## config.mk

```make
export PLATFORM = sky130hd
export DESIGN_NAME = vga_page_ctrl
export DESIGN_NICKNAME = d
export VERILOG_FILES = /design/src/rtl/vga_page_ctrl.sv
export SDC_FILE = /design/constraint.sdc
export NUM_CORES = 1
export LEC_CHECK = 0
export BUFFER_PORTS_ARGS = -buffer_cell sky130_fd_sc_hd__buf_2
export CAP_MARGIN = 10
export CORE_MARGIN = 10
export CORE_UTILIZATION = 50
export CTS_CLUSTER_DIAMETER = 100
export DETAILED_ROUTE_END_ITERATION = 10
export PLACE_DENSITY_LB_ADDON = 0.2
export SYNTH_ARGS = -nofsm -noshare
export SYNTH_HDL_FRONTEND = slang
export SYNTH_SLANG_ARGS = --single-unit
```

## constraint.sdc

```tcl
create_clock -name iCLK -period 2.3 [get_ports iCLK]
set_clock_uncertainty 0.15 [all_clocks]
set_input_delay 0.23 -clock iCLK [delete_from_list [all_inputs] [get_ports iCLK]]
set_output_delay 0.23 -clock iCLK [all_outputs]
set_load 0.02 [all_outputs]
```

## src/rtl/vga_page_ctrl.sv

```systemverilog
// Page scheduler for the VGA ball game: sequences the start/play/serve/over pages,
// tracks lives, and registers the selected colour source onto the VGA pins.
module vga_page_ctrl #(
    parameter int BLINK_FRAMES     = 30,
    parameter int SERVE_FRAMES     = 60,
    parameter int OVER_HOLD_FRAMES = 180,
    parameter int LIVES            = 3
) (
    input  logic       iCLK,
    input  logic       iRST,
    input  logic       iFRAME_END,
    input  logic       iDISP_EN,
    input  logic       iKEY_START,
    input  logic       iBALL_MISS,
    input  logic [2:0] iSTART_RGB,
    input  logic [2:0] iGAME_RGB,
    input  logic [2:0] iOVER_RGB,
    output logic       oVGA_R,
    output logic       oVGA_G,
    output logic       oVGA_B,
    output logic       oGAME_RUN,
    output logic       oGAME_RESET,
    output logic [1:0] oLIVES,
    output logic [1:0] oPAGE
);

    localparam int MAX_AB     = (BLINK_FRAMES > SERVE_FRAMES) ? BLINK_FRAMES : SERVE_FRAMES;
    localparam int MAX_FRAMES = (MAX_AB > OVER_HOLD_FRAMES) ? MAX_AB : OVER_HOLD_FRAMES;
    localparam int CNT_W      = (MAX_FRAMES > 1) ? $clog2(MAX_FRAMES) : 1;

    localparam logic [CNT_W-1:0] BLINK_LAST = CNT_W'(BLINK_FRAMES - 1);
    localparam logic [CNT_W-1:0] SERVE_LAST = CNT_W'(SERVE_FRAMES - 1);
    localparam logic [CNT_W-1:0] OVER_LAST  = CNT_W'(OVER_HOLD_FRAMES - 1);
    localparam logic [CNT_W-1:0] CNT_ONE    = CNT_W'(1);
    localparam logic [1:0]       LIVES_INIT = 2'(LIVES);
    localparam logic [2:0]       BLUE_RGB   = 3'b001;

    typedef enum logic [1:0] {
        ST_START = 2'd0,
        ST_PLAY  = 2'd1,
        ST_SERVE = 2'd2,
        ST_OVER  = 2'd3
    } page_t;

    page_t            state;
    page_t            state_nxt;
    logic [CNT_W-1:0] cnt;
    logic [CNT_W-1:0] cnt_nxt;
    logic             blue_phase;
    logic             blue_nxt;
    logic [1:0]       lives;
    logic [1:0]       lives_nxt;
    logic             pulse_nxt;
    logic             key_q;
    logic             key_edge;
    logic             start_req;
    logic             start_pend;
    logic             miss_req;
    logic             miss_pend;
    logic             game_run;
    logic             game_reset;
    logic [2:0]       src_rgb;
    logic [2:0]       pix_nxt;
    logic [2:0]       pix_p1;

    // Requests seen in the frame-end cycle itself are treated as already pending.
    always_comb begin
        key_edge   = iKEY_START & ~key_q;
        start_pend = start_req | key_edge;
        miss_pend  = miss_req | (iBALL_MISS & (state == ST_PLAY));

        state_nxt  = state;
        cnt_nxt    = cnt;
        blue_nxt   = blue_phase;
        lives_nxt  = lives;
        pulse_nxt  = 1'b0;

        if (iFRAME_END) begin
            case (state)
                ST_START: begin
                    if (start_pend) begin
                        lives_nxt = LIVES_INIT;
                        pulse_nxt = 1'b1;
                        cnt_nxt   = '0;
                        state_nxt = ST_PLAY;
                    end else if (cnt == BLINK_LAST) begin
                        cnt_nxt  = '0;
                        blue_nxt = ~blue_phase;
                    end else begin
                        cnt_nxt = cnt + CNT_ONE;
                    end
                end
                ST_PLAY: begin
                    if (miss_pend) begin
                        cnt_nxt = '0;
                        if (lives > 2'd1) begin
                            lives_nxt = lives - 2'd1;
                            state_nxt = ST_SERVE;
                        end else begin
                            lives_nxt = 2'd0;
                            state_nxt = ST_OVER;
                        end
                    end
                end
                ST_SERVE: begin
                    if (cnt == SERVE_LAST) begin
                        cnt_nxt   = '0;
                        pulse_nxt = 1'b1;
                        state_nxt = ST_PLAY;
                    end else begin
                        cnt_nxt = cnt + CNT_ONE;
                    end
                end
                ST_OVER: begin
                    if (cnt == OVER_LAST) begin
                        cnt_nxt   = '0;
                        blue_nxt  = 1'b0;
                        state_nxt = ST_START;
                    end else begin
                        cnt_nxt = cnt + CNT_ONE;
                    end
                end
                default: state_nxt = ST_START;
            endcase
        end
    end

    // Source mux follows the current page; a page change takes effect on later pixels.
    always_comb begin
        src_rgb = iGAME_RGB;
        case (state)
            ST_START: src_rgb = blue_phase ? BLUE_RGB : iSTART_RGB;
            ST_PLAY:  src_rgb = iGAME_RGB;
            ST_SERVE: src_rgb = iGAME_RGB;
            ST_OVER:  src_rgb = iOVER_RGB;
            default:  src_rgb = iGAME_RGB;
        endcase
        pix_nxt = iDISP_EN ? src_rgb : 3'b000;
    end

    always_ff @(posedge iCLK) begin
        if (iRST) begin
            state      <= ST_START;
            cnt        <= '0;
            blue_phase <= 1'b0;
            lives      <= 2'd0;
            key_q      <= 1'b0;
            start_req  <= 1'b0;
            miss_req   <= 1'b0;
            game_run   <= 1'b0;
            game_reset <= 1'b0;
            pix_p1     <= 3'b000;
        end else begin
            state      <= state_nxt;
            cnt        <= cnt_nxt;
            blue_phase <= blue_nxt;
            lives      <= lives_nxt;
            key_q      <= iKEY_START;
            start_req  <= iFRAME_END ? 1'b0 : start_pend;
            miss_req   <= iFRAME_END ? 1'b0 : miss_pend;
            game_run   <= (state_nxt == ST_PLAY);
            game_reset <= pulse_nxt;
            pix_p1     <= pix_nxt;
        end
    end

    assign {oVGA_R, oVGA_G, oVGA_B} = pix_p1;
    assign oGAME_RUN   = game_run;
    assign oGAME_RESET = game_reset;
    assign oLIVES      = lives;
    assign oPAGE       = state;

endmodule
```

[Yosys cells after proc, flatten, opt, wreduce, memory -nomap -nowiden]
Index checks and enable logic that the tools add are counted.
Storage, ports and cells
  bits in registers: 21
  input port bits: 15
  output and inout port bits: 9
  word-level logic and storage cells: 69
Operators by class
  $add $sub $neg: 2
  order comparisons: 1
  eq/ne operators: 12
  multiplexer cells: 26
  bitwise logic cells: 8
  reductions and logical operators: 10
Operators with widths (number)
  2-to-1 mux 8 bit: 5
  case mux 8 bit (4 select lines): 1
  2-to-1 mux 2 bit: 8
  != test 2 bit, second input constant: 5
  case mux 3 bit (3 select lines): 1
  adder 8 x 1 -> 8 bit, second input constant: 1
  equality test 8 x 5 -> 1 bit, second input constant: 1
  equality test 8 x 6 -> 1 bit, second input constant: 1
  equality test 8 bit, second input constant: 1
  case mux 2 bit (4 select lines): 1
  OR reduction 2 bit: 4
  2-to-1 mux 1 bit: 6
  AND reduction 5 bit: 1
  equality test 2 x 1 -> 1 bit, second input constant: 2
  equality test 2 bit, second input constant: 2
  NOT 1 bit: 4
  case mux 1 bit (2 select lines): 2
  case mux 2 bit (2 select lines): 1
  AND reduction 4 bit: 1
  nonzero test 2 bit: 2
  2-to-1 mux 3 bit: 1
  AND 1 bit: 2
  greater-than comparator 2 x 1 -> 1 bit, second input constant: 1
  logical NOT 2 bit: 1
  3 further kinds: 4

[Depth between registers and ports, before layout]
  word-level depth: 7
  depth in mapped cells: 8
  mapped depth without buffers: 7

[Worst setup path after synthesis]
OpenSTA, ideal clock, no wires.
  path kind: register to register
  start point: register state[1] (netlist: oPAGE[1])
  end point: register lives[1] (netlist: oLIVES[1])
  library setup time: 0.071 ns
  arrival time: 1.743 ns
  required time: 2.079 ns
  setup slack: 0.336 ns
  cell stages (with the launch flop): 8
  path buffers: 1
  period minus slack after synthesis: 1.964 ns
  path through: dfxtp_1 inv_1 ha_1 a21boi_0 buf_2 o211ai_1 or2_0 a21oi_1
On the way
  word-level cells in the longest chain between the ends: 5
  elaborated cells between the ends (all ways): 9
  those cells by class: eq/ne (3); mux (1); bitwise (2); reduce/logical (3)
RTL lines
  start, declared: line 45  | page_t state;
  start signal, assigned: line 154  | state <= state_nxt;
  equality test 2 x 1 -> 1 bit: line 70, 79
  AND 1 bit: line 70  | miss_pend = miss_req | (iBALL_MISS & (state == ST_PLAY));
  bitwise OR 1 bit: line 70
  != test 2 bit (no source line)
  AND reduction 4 bit (no source line)
  end signal, assigned: line 157  | lives <= lives_nxt;
  end, declared: line 51  | logic [1:0] lives;
Parallel ways exist; a longest one is shown, timed or not.
A chain may end at the register's enable or synchronous reset.

[Final worst setup path]
  start point: register cnt[0]
  end point: register cnt[2]
On the way
  word-level cells in the longest chain between the ends: 4
  elaborated cells between the ends (all ways): 9
  those cells by class: add/sub (1); eq/ne (3); mux (5)
RTL lines
  start, declared: line 47  | logic [CNT_W-1:0] cnt;
  start signal, assigned: line 155  | cnt <= cnt_nxt;
  adder 8 x 1 -> 8 bit or equality test 8 x 5 -> 1 bit (tied branches)
  2-to-1 mux 8 bit: line 86  | end else if (cnt == BLINK_LAST) begin
  2-to-1 mux 8 bit: line 81  | if (start_pend) begin
  case mux 8 bit (4 select lines) *: line 79  | case (state)
Mark *: on every way between the ends. The rest lies on a longest branch, timed or not.

==> metrics.md <==
| Metric | Value |
|---|---|
| R2R depth | 6 |
| Hold crit path type | input port to register |
| CTS tree | yes |
| Vias in the first global route | 949 |
| CP Max Fanout | 8 |
| Critical path startpoint | cnt[0] |
| RSZ-0062 raised after global routing | no |
| Die W | 67.7 um |
| Ys async rst share | 0% |
| Simple-gate share of the synthesized area | 26.2% |
| Non-Filler Instances | 187 |
| Crit path DAT | 2.08 ns |
| CP required | 2.35 ns |
| Worst r2r src | cnt[0] |
| Post-route setup slack | 0.270 ns |
| Synth unique cells | 37 |
| Setup_tns | 0 ns |
| M2 GR Usage | 20.0% |
| Vias | 1,011 |
| Total routed wirelength | 2530 um |
| Clock Sinks | 21 |
| Final setup violating endpoints | 0 |
| Vias per cell | 5.41 |
| Sequential area share after synthesis | 37.0% |
| Slew @ Worst Pin | 0.521 ns |
| Post-layout util | 61.7% |
| Grt ovf | 0 |
| Rows | 17 |
| Mapped Cells | 130 |
| Total Die Area | 4580 um2 |
| Critical Path Slowest Stage Cell | dfxtp_1 |
| Clk_lat worst skew | 0.31 ns |
| Clock buffer depth | 2 |
| Largest net degree at the start of global routing | 13 |
| Initial antenna violation count | 0 |
| Mean Syn Cell Area | 8.75 um2 |
| Worst path bufs/invs | 0 |
| Synth Area in XOR/XNOR | 5.39% |
| R2R Path End | cnt[2] |
| Critical Path Max Stage Delay | 0.45 ns |
| Maximum vdd drop | 0.457 mV |
| Pre-CTS setup slack | 0.267 ns |
| DP HPWL | 1970 um |
| Layout cells sized above 1 | 22.6% |
| Post-route cell area | 1350 um2 |
| R2R Setup Slk | 0.27 ns |
| CTS H-tree depth | 1 |
| Total core area | 2190 um2 |
| Area growth from synthesis to layout | 18.9% |
| Port buffer count | 23 |
| DRT Pass-1 Iters | 4 |
| Post-Syn Area | 1140 um2 |
| Fin. max-slew vios | 0 |
| PnR Total Power | 712 uW |
| Setup crit start kind | register |
| Final hold vios | 0 |
| Fin crit share | 88.2% |
| WL/cell | 13.5 um |
| Synth Register Bits | 21 |
| Initial Utilization | 51.9% |
| Stages on worst setup path | 6 |
| Root buffer cell | clkbuf_4 |
| DP Cell Count | 179 |
| Most used DFF post-synth | dfxtp_1 |
| Final net count | 181 |
| Mux contribution to synthesized area | 1.76% |
| Reg clk slew, reported paths | 0.12 ns |
| Adder-cell area share of the yosys netlist | 6.60% |
| Post-CTS Setup Bufs | 0 |
| CP delay by family, top | compound AO/OA/AOI/OAI gates |
| Total CTS buffers | 3 |
| Fmax | 0.493 GHz |
| Max Cap Viol | 0 |
| Critical-path cell list | ha_1 -> nand4b_4 -> o41ai_4 -> a211oi_1 -> a21oi_2 -> nor2_1 |
| Crit path to | cnt[2] |
| Most Crowded Layer GR | met2 |
| GR Layer Usage met1 | 11.9% |
| GRT Overall Usage | 11.5% |
| Post-route antenna net violation count | 0 |
| Final worst path period need | 2.03 ns |
| Post-route DRC | 0 |
| Die H | 67.7 um |
| Fill count | 193 |
| Post-synthesis compound-gate area fraction | 18.6% |
| Met3 usage | 4.63% |
| Cell Pwr Density | 526 nW/um2 |
| First-pass GRT wire length | 4120 um |
| Ys Warns | 0 |
| Final hold slack | 0.0329 ns |
| Crit Path Category | register to register |
| ANT cells | 0 |
| Main combinational cell family by area after synthesis | simple AND/OR/NAND/NOR gates |
| Reg area | 420 um2 |
| Critical path capture point type | register |
| Number of enable flip-flop cells after synthesis | 0 |
| Post-Synthesis Net Count | 151 |
| Iter 0 DRT Violations | 46 |
| Status | completed |
| Io pins | 24 |
| P_leak | 0.581 nW |
| RD Place Congestion | 0.810 |
| Relative slew slack | 65.0% |
| Post-DP Area | 1280 um2 |
| Area taken by multi-input logic gates | 666 um2 |
-- worst register-to-register path: cells and delay by family, from the launching register on --
kind,cells,cell delay [ns]
fa+ha+maj,1,0.27
simple gates,2,0.25
compound gates,3,0.80
flops,1,0.45
-- Yosys cell counts, drive strengths merged, types with 3 or more instances --
cell type,count,area (um2)
dfxtp,21,420
ha,6,75.1
xnor2,4,35.0
nand2,6,22.5
a21oi,10,53.8
xor2,3,26.3
nor3,4,20.0
o21ai,5,25.0
nand4,6,37.5
inv,9,33.8
nor2,20,75.1
and3,3,18.8
nor2b,4,25.0
a211oi,4,35.0
a22oi,3,22.5
-- cells in the final DEF (no fill, tap or decap), types with 6 or more instances in the layout --
master,Yosys,routed
ha_1,6,6
nor2_1,20,20
inv_1,9,9
a21oi_1,9,9
nand4_1,6,6
buf_2,2,23
dfxtp_1,21,21
nand2_1,6,6
-- layout make-up --
cell class,count,share of cell area [%]
multi-input cells,96,49.2
flip-flops and latches,21,31.1
well taps,28,2.59
clock inverters,1,0.370
inverters,9,2.50
repair buffers,29,12.6
clock buffers,3,1.67
-- per-layer routing --
metal  routed length (um)  part of all wire, %
met5                    0                    0
met4                   57                  2.3
met1                 1040                   41
met2                 1320                   52
met3                  113                  4.5
-- worst min path at each step --
stage,start,endpoint,slack [ns],depth (start not counted)
global route,iDISP_EN,pix_p1[2],0.05,3
CTS,iDISP_EN,pix_p1[0],0.03,3
detailed placement,iKEY_START,key_q,0.32,2
floorplan,iKEY_START,key_q,0.21,1
finish,iDISP_EN,pix_p1[0],0.03,3
global placement,iKEY_START,key_q,0.31,2
-- where the power goes --
group | switching (mW) | internal [mW]
Combinational | 0.0815 | 0.0607
Clock | 0.110 | 0.0650
Sequential | 0.0135 | 0.381
Total | 0.205 | 0.507
-- logic make-up after synthesis --
group	count (synthesis)
adder cells (fa/ha/maj)	6
AND/OR/NAND/NOR	53
buffers and inverters	13
XOR/XNOR	7
multiplexers	2
flip-flops	21
AO/OA/AOI/OAI	28
-- timing repair --
action | CTS | global route
hold buffers | 4 | 0
resized for setup | 0 | 0
hold endpoints to repair | 4 | 0
-- sequential cells by signal, summed over array words and instances (netlist names) --
signal       count
pix_p1           3
key_q            1
blue_phase       1
oGAME_RESET      1
oPAGE            2
oGAME_RUN        1
miss_req         1
start_req        1
cnt              8
oLIVES           2
Note: power is estimated with default switching activity, not from simulation.
